===== src/rtl/hard_and_sync_filt_pkg.sv =====
// rtl/hard_and_sync_filt_pkg.sv - shared state type and constants for hard_and_sync_filt
package hard_and_sync_filt_pkg;

  typedef enum logic [1:0] {
    OFF  = 2'd0,
    QUAL = 2'd1,
    ON   = 2'd2
  } filt_state_t;

  localparam int DROP_CNT_W = 8;

endpackage


===== src/rtl/hard_sync_cell.sv =====
// rtl/hard_sync_cell.sv - 1-bit multi-flop synchroniser, the per-target library-dependent cell
module hard_sync_cell #(
  parameter int STAGES = 2
) (
  input  logic i_clk,
  input  logic i_rst,
  input  logic i_d,
  output logic o_q
);

  logic [STAGES-1:0] sync_q;

  // shift the async input through the flop chain; reset clears every stage
  always_ff @(posedge i_clk or posedge i_rst) begin
    if (i_rst) begin
      sync_q <= '0;
    end else begin
      sync_q <= {sync_q[STAGES-2:0], i_d};
    end
  end

  assign o_q = sync_q[STAGES-1];

endmodule


===== src/rtl/hard_and_sync_filt.sv =====
// rtl/hard_and_sync_filt.sv - multi-channel synchronised AND with slow-on/fast-off filter; HARD_AND_SYNC_FILT_DROP_CNT_EN adds fall counters
module hard_and_sync_filt
  import hard_and_sync_filt_pkg::*;
#(
  parameter int NB_CH       = 1,
  parameter int NB_IN       = 2,
  parameter int SYNC_STAGES = 2,
  parameter int FILT_CYCLES = 4
) (
  input  logic                          i_clk,
  input  logic                          i_rst,
  input  logic [NB_CH*NB_IN-1:0]        i_in,
  input  logic [NB_CH-1:0]              i_frc_off,
`ifdef HARD_AND_SYNC_FILT_DROP_CNT_EN
  input  logic                          i_drop_clr,
  output logic [NB_CH*DROP_CNT_W-1:0]   o_drop_cnt,
`endif
  output logic [NB_CH-1:0]              o_and,
  output logic [NB_CH-1:0]              o_rise,
  output logic [NB_CH-1:0]              o_fall
);

  localparam int              CNT_W    = $clog2(FILT_CYCLES + 1);
  localparam logic [CNT_W-1:0] CNT_LAST = CNT_W'(FILT_CYCLES - 1);
  localparam logic [CNT_W-1:0] CNT_ONE  = CNT_W'(1);
  // with a one-cycle filter OFF goes straight to ON and the count is never needed
  localparam logic [CNT_W-1:0] CNT_SEED = (FILT_CYCLES == 1) ? '0 : CNT_ONE;
  localparam bit              FILT_ONE = (FILT_CYCLES == 1);

  logic [NB_CH*NB_IN-1:0] in_s;

  for (genvar b = 0; b < NB_CH*NB_IN; b++) begin : g_sync
    hard_sync_cell #(
      .STAGES (SYNC_STAGES)
    ) u_sync (
      .i_clk (i_clk),
      .i_rst (i_rst),
      .i_d   (i_in[b]),
      .o_q   (in_s[b])
    );
  end

  for (genvar c = 0; c < NB_CH; c++) begin : g_ch
    filt_state_t      state;
    logic [CNT_W-1:0] cnt;
    logic             and_s;
    logic             stop;
    logic             on_nxt;
    logic             and_q;
    logic             rise_q;
    logic             fall_q;

    assign and_s = &in_s[c*NB_IN +: NB_IN];
    // force-off dominates the synchronised AND in every state
    assign stop  = i_frc_off[c] | ~and_s;
    assign on_nxt = ~stop & ((state == ON) |
                             ((state == QUAL) & (cnt == CNT_LAST)) |
                             ((state == OFF) & FILT_ONE));

    // filter FSM with the output and edge pulses registered alongside the state
    always_ff @(posedge i_clk or posedge i_rst) begin
      if (i_rst) begin
        state  <= OFF;
        cnt    <= '0;
        and_q  <= 1'b0;
        rise_q <= 1'b0;
        fall_q <= 1'b0;
      end else begin
        case (state)
          OFF: begin
            if (!stop) begin
              state <= FILT_ONE ? ON : QUAL;
              cnt   <= CNT_SEED;
            end else begin
              cnt   <= '0;
            end
          end
          QUAL: begin
            if (stop) begin
              state <= OFF;
              cnt   <= '0;
            end else if (cnt == CNT_LAST) begin
              state <= ON;
            end else begin
              cnt   <= cnt + CNT_ONE;
            end
          end
          ON: begin
            if (stop) begin
              state <= OFF;
              cnt   <= '0;
            end
          end
          default: begin
            state <= OFF;
            cnt   <= '0;
          end
        endcase
        and_q  <= on_nxt;
        rise_q <= on_nxt & ~and_q;
        fall_q <= ~on_nxt & and_q;
      end
    end

    assign o_and[c]  = and_q;
    assign o_rise[c] = rise_q;
    assign o_fall[c] = fall_q;

`ifdef HARD_AND_SYNC_FILT_DROP_CNT_EN
    logic [DROP_CNT_W-1:0] drop_q;

    // saturating count of fall events; a coincident clear discards the event
    always_ff @(posedge i_clk or posedge i_rst) begin
      if (i_rst) begin
        drop_q <= '0;
      end else if (i_drop_clr) begin
        drop_q <= '0;
      end else if (fall_q && (drop_q != {DROP_CNT_W{1'b1}})) begin
        drop_q <= drop_q + DROP_CNT_W'(1);
      end
    end

    assign o_drop_cnt[c*DROP_CNT_W +: DROP_CNT_W] = drop_q;
`endif
  end

endmodule

===== config.mk =====
export PLATFORM = sky130hd
export DESIGN_NAME = hard_and_sync_filt
export DESIGN_NICKNAME = d
export VERILOG_FILES = /design/src/rtl/hard_and_sync_filt_pkg.sv /design/src/rtl/hard_sync_cell.sv /design/src/rtl/hard_and_sync_filt.sv
export SDC_FILE = /design/constraint.sdc
export NUM_CORES = 1
export LEC_CHECK = 0
export ABC_AREA = 1
export BUFFER_PORTS_ARGS = -buffer_cell sky130_fd_sc_hd__buf_2
export CAP_MARGIN = 20
export CORE_AREA = 2 2 39 41
export CTS_BUF_LIST = sky130_fd_sc_hd__clkbuf_2
export CTS_CLUSTER_DIAMETER = 60
export DETAILED_ROUTE_END_ITERATION = 7
export DIE_AREA = 0 0 41 43
export GPL_ROUTABILITY_DRIVEN = 0
export PLACE_DENSITY = 0.61
export SLEW_MARGIN = 20
export SYNTH_ARGS = -nofsm -noshare
export SYNTH_HDL_FRONTEND = slang
export SYNTH_SLANG_ARGS = --single-unit

===== constraint.sdc =====
create_clock -name i_clk -period 3.1 [get_ports i_clk]
set_clock_uncertainty 0.1 [all_clocks]
set_input_delay 0.62 -clock i_clk [delete_from_list [all_inputs] [get_ports i_clk]]
set_output_delay 0.62 -clock i_clk [all_outputs]
set_load 0.02 [all_outputs]

==> flow_summary.toml, run 1 <==
[cts]
clk_pin_slew_worst_paths_ps = 110
hold_buffers = 0
clkSinkCount = 12
insertion_delay_ps = 250
post_cts_buffers = 0
cts_tree = "done"
post_cts_resize_count = 0
cts_max_level = 1
cts_made_buffers = 3
cts_buffer_depth = 2
root_buffer = "clkbuf_2"

[drt]
drc = 0
wl_per_cell_um = 9.299
route.final.wire_length_um = 716
first_pass_iters = 3
via_per_inst = 4.364
ant_nets = 0
dr.first_iter.drc_count = 3
num_vias = 336

[grt]
first_global_vias = 287
grt_overflow = 0
track_usage_pct = 11.05
grt_max_degree = 13
antenna_found_initial = 0
grt_pass1_wl_um = 1179

[floorplan]
core-area_sq_um = 1384
start_util_pct = 35.26
num_io_pins = 8
rows = 14
die_w_um = 41
die_area_sq_um = 1763
die_h_um = 43

[final_layout]
final_core_util_pct = 40.60
num_antenna_cells = 0
drive_above_1_share_pct = 21.31
areaGrowthSynthToFinish_pct = 15.13
final_area_sq_um = 561.8
fin_nets = 69

[setup_path]
reg2reg_slack_ps = 1740
critPathKind = "reg2out"
cp_cell_sequence = "buf_2"
start_kind = "flip-flop"
crit_start = "o_and$_DFF_PP0_"
crit_arrival_ps = 810
slowest_stage = "dfrtp_1"
r2r-end = "g_ch[0].cnt[0]$_DFFE_PP0P_"
crit_family = "flip-flops"
rr_startpoint = "g_ch[0].cnt[0]$_DFFE_PP0P_"
required_ps = 2380
end_kind = "output port"
crit_buf_inv = 1
slowest_delay_ps = 400
cp_max_fo = 3
ff2ff_path_depth = 7

[timing]
hold_viol = 0
fmax_ghz = 0.6520
worst_pin_slew_ps = 432.5
timing.final.ws_setup_ps = 1566
fin_crit_sh_pct = 49.48
slew_violations = 0
setup_tns_ps = 0
setup_viol = 0
maxSlewHeadroom_pct = 71.14
grt_setup_unrepaired = "false"
period_needed_ps = 1534

[logic_synthesis]
ys_seq_area_share_pct = 61.54
synth_area_per_cell_sq_um = 9.759
synth_cells = 50
synth_fp_nets = 57
synth_area_leaders = "dfrtp_1 62%, nand2_1 9.2%, inv_1 7.7%"
ys_ff_latch = 12
synth.distinct_cells = 10
ys_warn_count = 0
syn_area_sq_um = 488.0
yosysTopAreaCell = "dfrtp_1"
yosys.area.top_type_share_pct = 61.54

[power_and_ir_drop]
ir_drop_mv = 0.2442
total_power_mw = 0.2469
power_density_nw_per_um2 = 439.6
p_leak_nw = 0.3463

[placed_design]
dp_slack_ps = 1701
place_area_sq_um = 543.0
io_buffer_count = 7
dp_hpwl_um = 576.4

[worst_hold_path]
hold_class = "in2async"

[flow_run]
cap_violations = 0

[outcome]
status = "finished, final reports clean"
==> layout by cell type, fill, tap and decap left out, drive strengths merged <==
cell,count
nor2,5
clkinv,1
dfrtp,12
buf,7
nand3,6
clkbuf,3
nand4,2
ha,2
inv,10
nand2,13
==> logic make-up (layout without fill, tap and decap cells) <==
kind of cell | after synthesis | in the layout | synth area share [%]
flip-flops | 12 | 12 | 61.54
buffers and inverters | 10 | 21 | 7.693
adder cells (fa/ha/maj) | 2 | 2 | 5.127
AND/OR/NAND/NOR | 26 | 26 | 25.64
==> through the flow <==
step,cells,hold slack [ps]
6_report,77,239.2
5_1_grt,77,250.1
4_1_cts,77,239.5
3_5_place_dp,73,234.7
3_3_place_gp,73,232.9
2_1_floorplan,50,231.2
==> flip-flops by register name, summed over array words and instances, names as in the netlist <==
register	count
g_ch.cnt	3
g_ch.state	2
g_sync.u_sync.sync_q	4
o_and	1
o_fall	1
o_rise	1
==> cell type report <==
type,instances,area [sq um]
well taps,16,20.02
inverters,10,37.54
fillers,140,822.0
flip-flops and latches,12,300.3
multi-input cells,28,150.1
clock buffers,3,15.01
clock inverters,1,3.754
repair buffers,7,35.03
==> power breakdown <==
| part | internal (mW) | switching (mW) |
|---|---|---|
| sequential | 0.160 | 0.00214 |
| clock | 0.0280 | 0.0464 |
| combinational | 0.00358 | 0.00673 |
| total | 0.192 | 0.0553 |
==> layer usage <==
layer / track usage (%) / wire (um)
met1: 13.36 / 338
met2: 13.13 / 347
met3: 4.712 / 22
met4: 12.00 / 8
met5: 0 / 0
==> cell usage after synthesis (all sizes together) <==
| master | count |
|---|---|
| ha | 2 |
| nand2 | 13 |
| nand3 | 6 |
| nand4 | 2 |
| inv | 10 |
| nor2 | 5 |
| dfrtp | 12 |
==> worst max path at each step <==
| stage | end | slack (ps) | depth (start not counted) |
|---|---|---|---|
| floorplan | o_rise$_DFF_PP0_ | 1850 | 6 |
| global placement | g_ch[0].cnt[0]$_DFFE_PP0P_ | 1740 | 5 |
| detailed placement | g_ch[0].cnt[0]$_DFFE_PP0P_ | 1700 | 5 |
| CTS | o_and | 1530 | 1 |
| global route | o_and | 1500 | 1 |
| finish | o_and | 1570 | 1 |
(Power assumes the default switching activity.)
==> inputs of run 2 (changes only) <==
Settings changed: ABC_AREA 1 to 0.
Clock period 3.1 ns to 1.5 ns, I/O delays scaled along.
==> run 2 against run 1 <==
Effect of this change:
- combinational power grew 130%
- wire length shrank 1.3%
- register-to-register slack lost 1700 ps
- final area grew 8.0%
- area after synthesis shrank 0.51%
==> flow_summary.toml, run 2 <==
[logic_synthesis]
synth_cells = 37
synth.distinct_cells = 16
synth-edff-count = 0
synth_fp_nets = 44
yosysMostFrequentCell = "dfrtp_1"
yosys.area.top_type_share_pct = 61.86
syn_area_sq_um = 485.5
ys_seq_area_share_pct = 61.86
synth_area_per_cell_sq_um = 13.12
ys_warn_count = 0
ys_top_cells_by_count = "12 x dfrtp_1, 3 x nand2b_1, 3 x nor2_1, 3 x nor2b_1"
synthArstFlopShare_pct = 100.0
ys_ff_latch = 12
yosysTopAreaCell = "dfrtp_1"
synth_area_leaders = "dfrtp_1 62%, ha_1 5.2%, nand3b_2 4.6%"
synth_ff_type = "dfrtp_1"

[cts]
cts_tree = "done"
insertion_delay_ps = 240
cts_max_level = 1
clkSinkCount = 12
root_buffer = "clkbuf_2"
clk_pin_slew_worst_paths_ps = 100
cts_buffer_depth = 2
cts_made_buffers = 3

[power_and_ir_drop]
ir_drop_mv = 0.5360
clock_power_share_pct = 28.3
power_density_nw_per_um2 = 824.8
p_sw_mw = 0.1033
seqPwrFrac_pct = 66.9
intPower_mw = 0.3973
p_leak_nw = 0.3169
total_power_mw = 0.5005
switching_share_pct = 20.63
comb_power_share_pct = 4.8

[floorplan]
die_h_um = 43
rows = 14
core-area_sq_um = 1384
die_w_um = 41
num_io_pins = 8
start_util_pct = 35.08
die_area_sq_um = 1763

[final_layout]
areaGrowthSynthToFinish_pct = 25.00
num_antenna_cells = 0
drive_above_1_share_pct = 37.25
fillers = 134
fin_nets = 60
largest_reg_flops = 4
largest-register = "g_sync.u_sync.sync_q"
final_area_sq_um = 606.8
reg_top3 = "g_sync.u_sync.sync_q x4, g_ch.cnt x3, g_ch.state x2"
final_core_util_pct = 43.85
final_cell_mix = "12 x dfrtp_1, 7 x buf_2"
final_common_cell = "dfrtp_1"

[flow_run]
cap_violations = 0

[timing]
setup_viol = 0
fmax_ghz = 0.6785
grt_setup_unrepaired = "true"
hold_viol = 0
period_needed_ps = 1474
setup_tns_ps = 0
slew_violations = 0
fin_crit_sh_pct = 98.26
maxSlewHeadroom_pct = 71.19
worst_pin_slew_ps = 431.6

[drt]
ant_nets = 0
num_vias = 316
drc = 0
route.final.wire_length_um = 707
wl_per_cell_um = 10.55
dr.first_iter.drc_count = 2
via_per_inst = 4.716
first_pass_iters = 2

[setup_path]
cp_cell_sequence = "ha_2 -> ha_4 -> mux2_4 -> a22oi_1 -> nor2_1"
end_kind = "flip-flop"
required_ps = 1540
slowest_stage = "dfrtp_1"
crit_arrival_ps = 1510
crit_buf_inv = 0
slowest_delay_ps = 410
cp_max_fo = 5
critPathKind = "reg2reg"
start_kind = "flip-flop"
crit_family = "flip-flops"

[placed_design]
place_area_sq_um = 565.5
io_buffer_count = 7

[grt]
grt_pass1_wl_um = 1186
grt_max_degree = 13
first_global_vias = 317
track_usage_pct = 10.67
antenna_found_initial = 0
grt_overflow = 0

[outcome]
status = "finished, final reports clean"

[worst_hold_path]
hold_class = "in2reg"
[run 2: routing by layer]
layer	vias up	wire, um	track usage [%]
met3	2	20	3.141
li1	155	-	-
met5	-	0	0
met4	0	8	10.00
met2	8	311	14.69
met1	151	365	12.41
[run 2: cell families after synthesis]
family | after synthesis | share of synthesized area (%)
AOI/OAI and AO/OA | 6 | 9.537
adders and majority gates | 2 | 5.154
and+or+nand+nor | 13 | 17.78
muxes | 1 | 2.319
buffers and inverters | 2 | 1.547
DFF | 12 | 61.86
xor gates and xnor gates | 1 | 1.804
[run 2: path summary, 6_finish.rpt]
kind                                                           start                                    to  slack [ps]  cells past startpoint
min in group asynchronous                                      i_rst            g_ch[0].cnt[1]$_DFFE_PP0P_         490                      3
worst max-delay path                      g_ch[0].cnt[1]$_DFFE_PP0P_            g_ch[0].cnt[1]$_DFFE_PP0P_          30                      5
worst min register to register  g_sync[0].u_sync.sync_q[0]$_DFF_PP0_  g_sync[0].u_sync.sync_q[1]$_DFF_PP0_         260                      0
worst min-delay path                                         i_in[1]  g_sync[1].u_sync.sync_q[0]$_DFF_PP0_          60                      1
max in group asynchronous                                      i_rst  g_sync[0].u_sync.sync_q[1]$_DFF_PP0_         510                      3
worst max register to register            g_ch[0].cnt[1]$_DFFE_PP0P_            g_ch[0].cnt[1]$_DFFE_PP0P_          30                      5
[run 2: final cells by class]
cell class	instances	area (sq um)	share of cell area [%]
Inverter	2	7.507	1.237
Timing Repair Buffer	11	67.56	11.13
Tap cell	16	20.02	3.299
Sequential cell	12	300.3	49.48
Clock buffer	3	15.01	2.474
Multi-Input combinational cell	23	196.4	32.37
[run 2: through the flow]
step	std cells	setup slack, ps	hold slack, ps
global placement	63	-15.42	217.4
finish	67	26.14	59.95
CTS	67	9.980	40.74
floorplan	37	13.14	64.70
detailed placement	63	-20.41	225.9
global route	67	-23.72	31.87
[run 2: repair_timing]
action	4_1_cts	5_1_grt
setup endpoints to repair	2	2
setup buffers	0	0
hold endpoints to repair	12	0
cloned	0	0
hold buffers	1	0
resized for setup	3	0
[run 2: power by group through the flow]
| stage | registers, mW | clock network [mW] | logic, mW |
|---|---|---|---|
| 6_report | 0.335 | 0.142 | 0.0238 |
| 5_1_grt | 0.336 | 0.166 | 0.0271 |
| 4_1_cts | 0.335 | 0.155 | 0.0247 |
| 3_5_place_dp | 0.342 | 0 | 0.0216 |
| 3_3_place_gp | 0.341 | 0 | 0.0208 |
| 2_1_floorplan | 0.341 | 0 | 0.0120 |
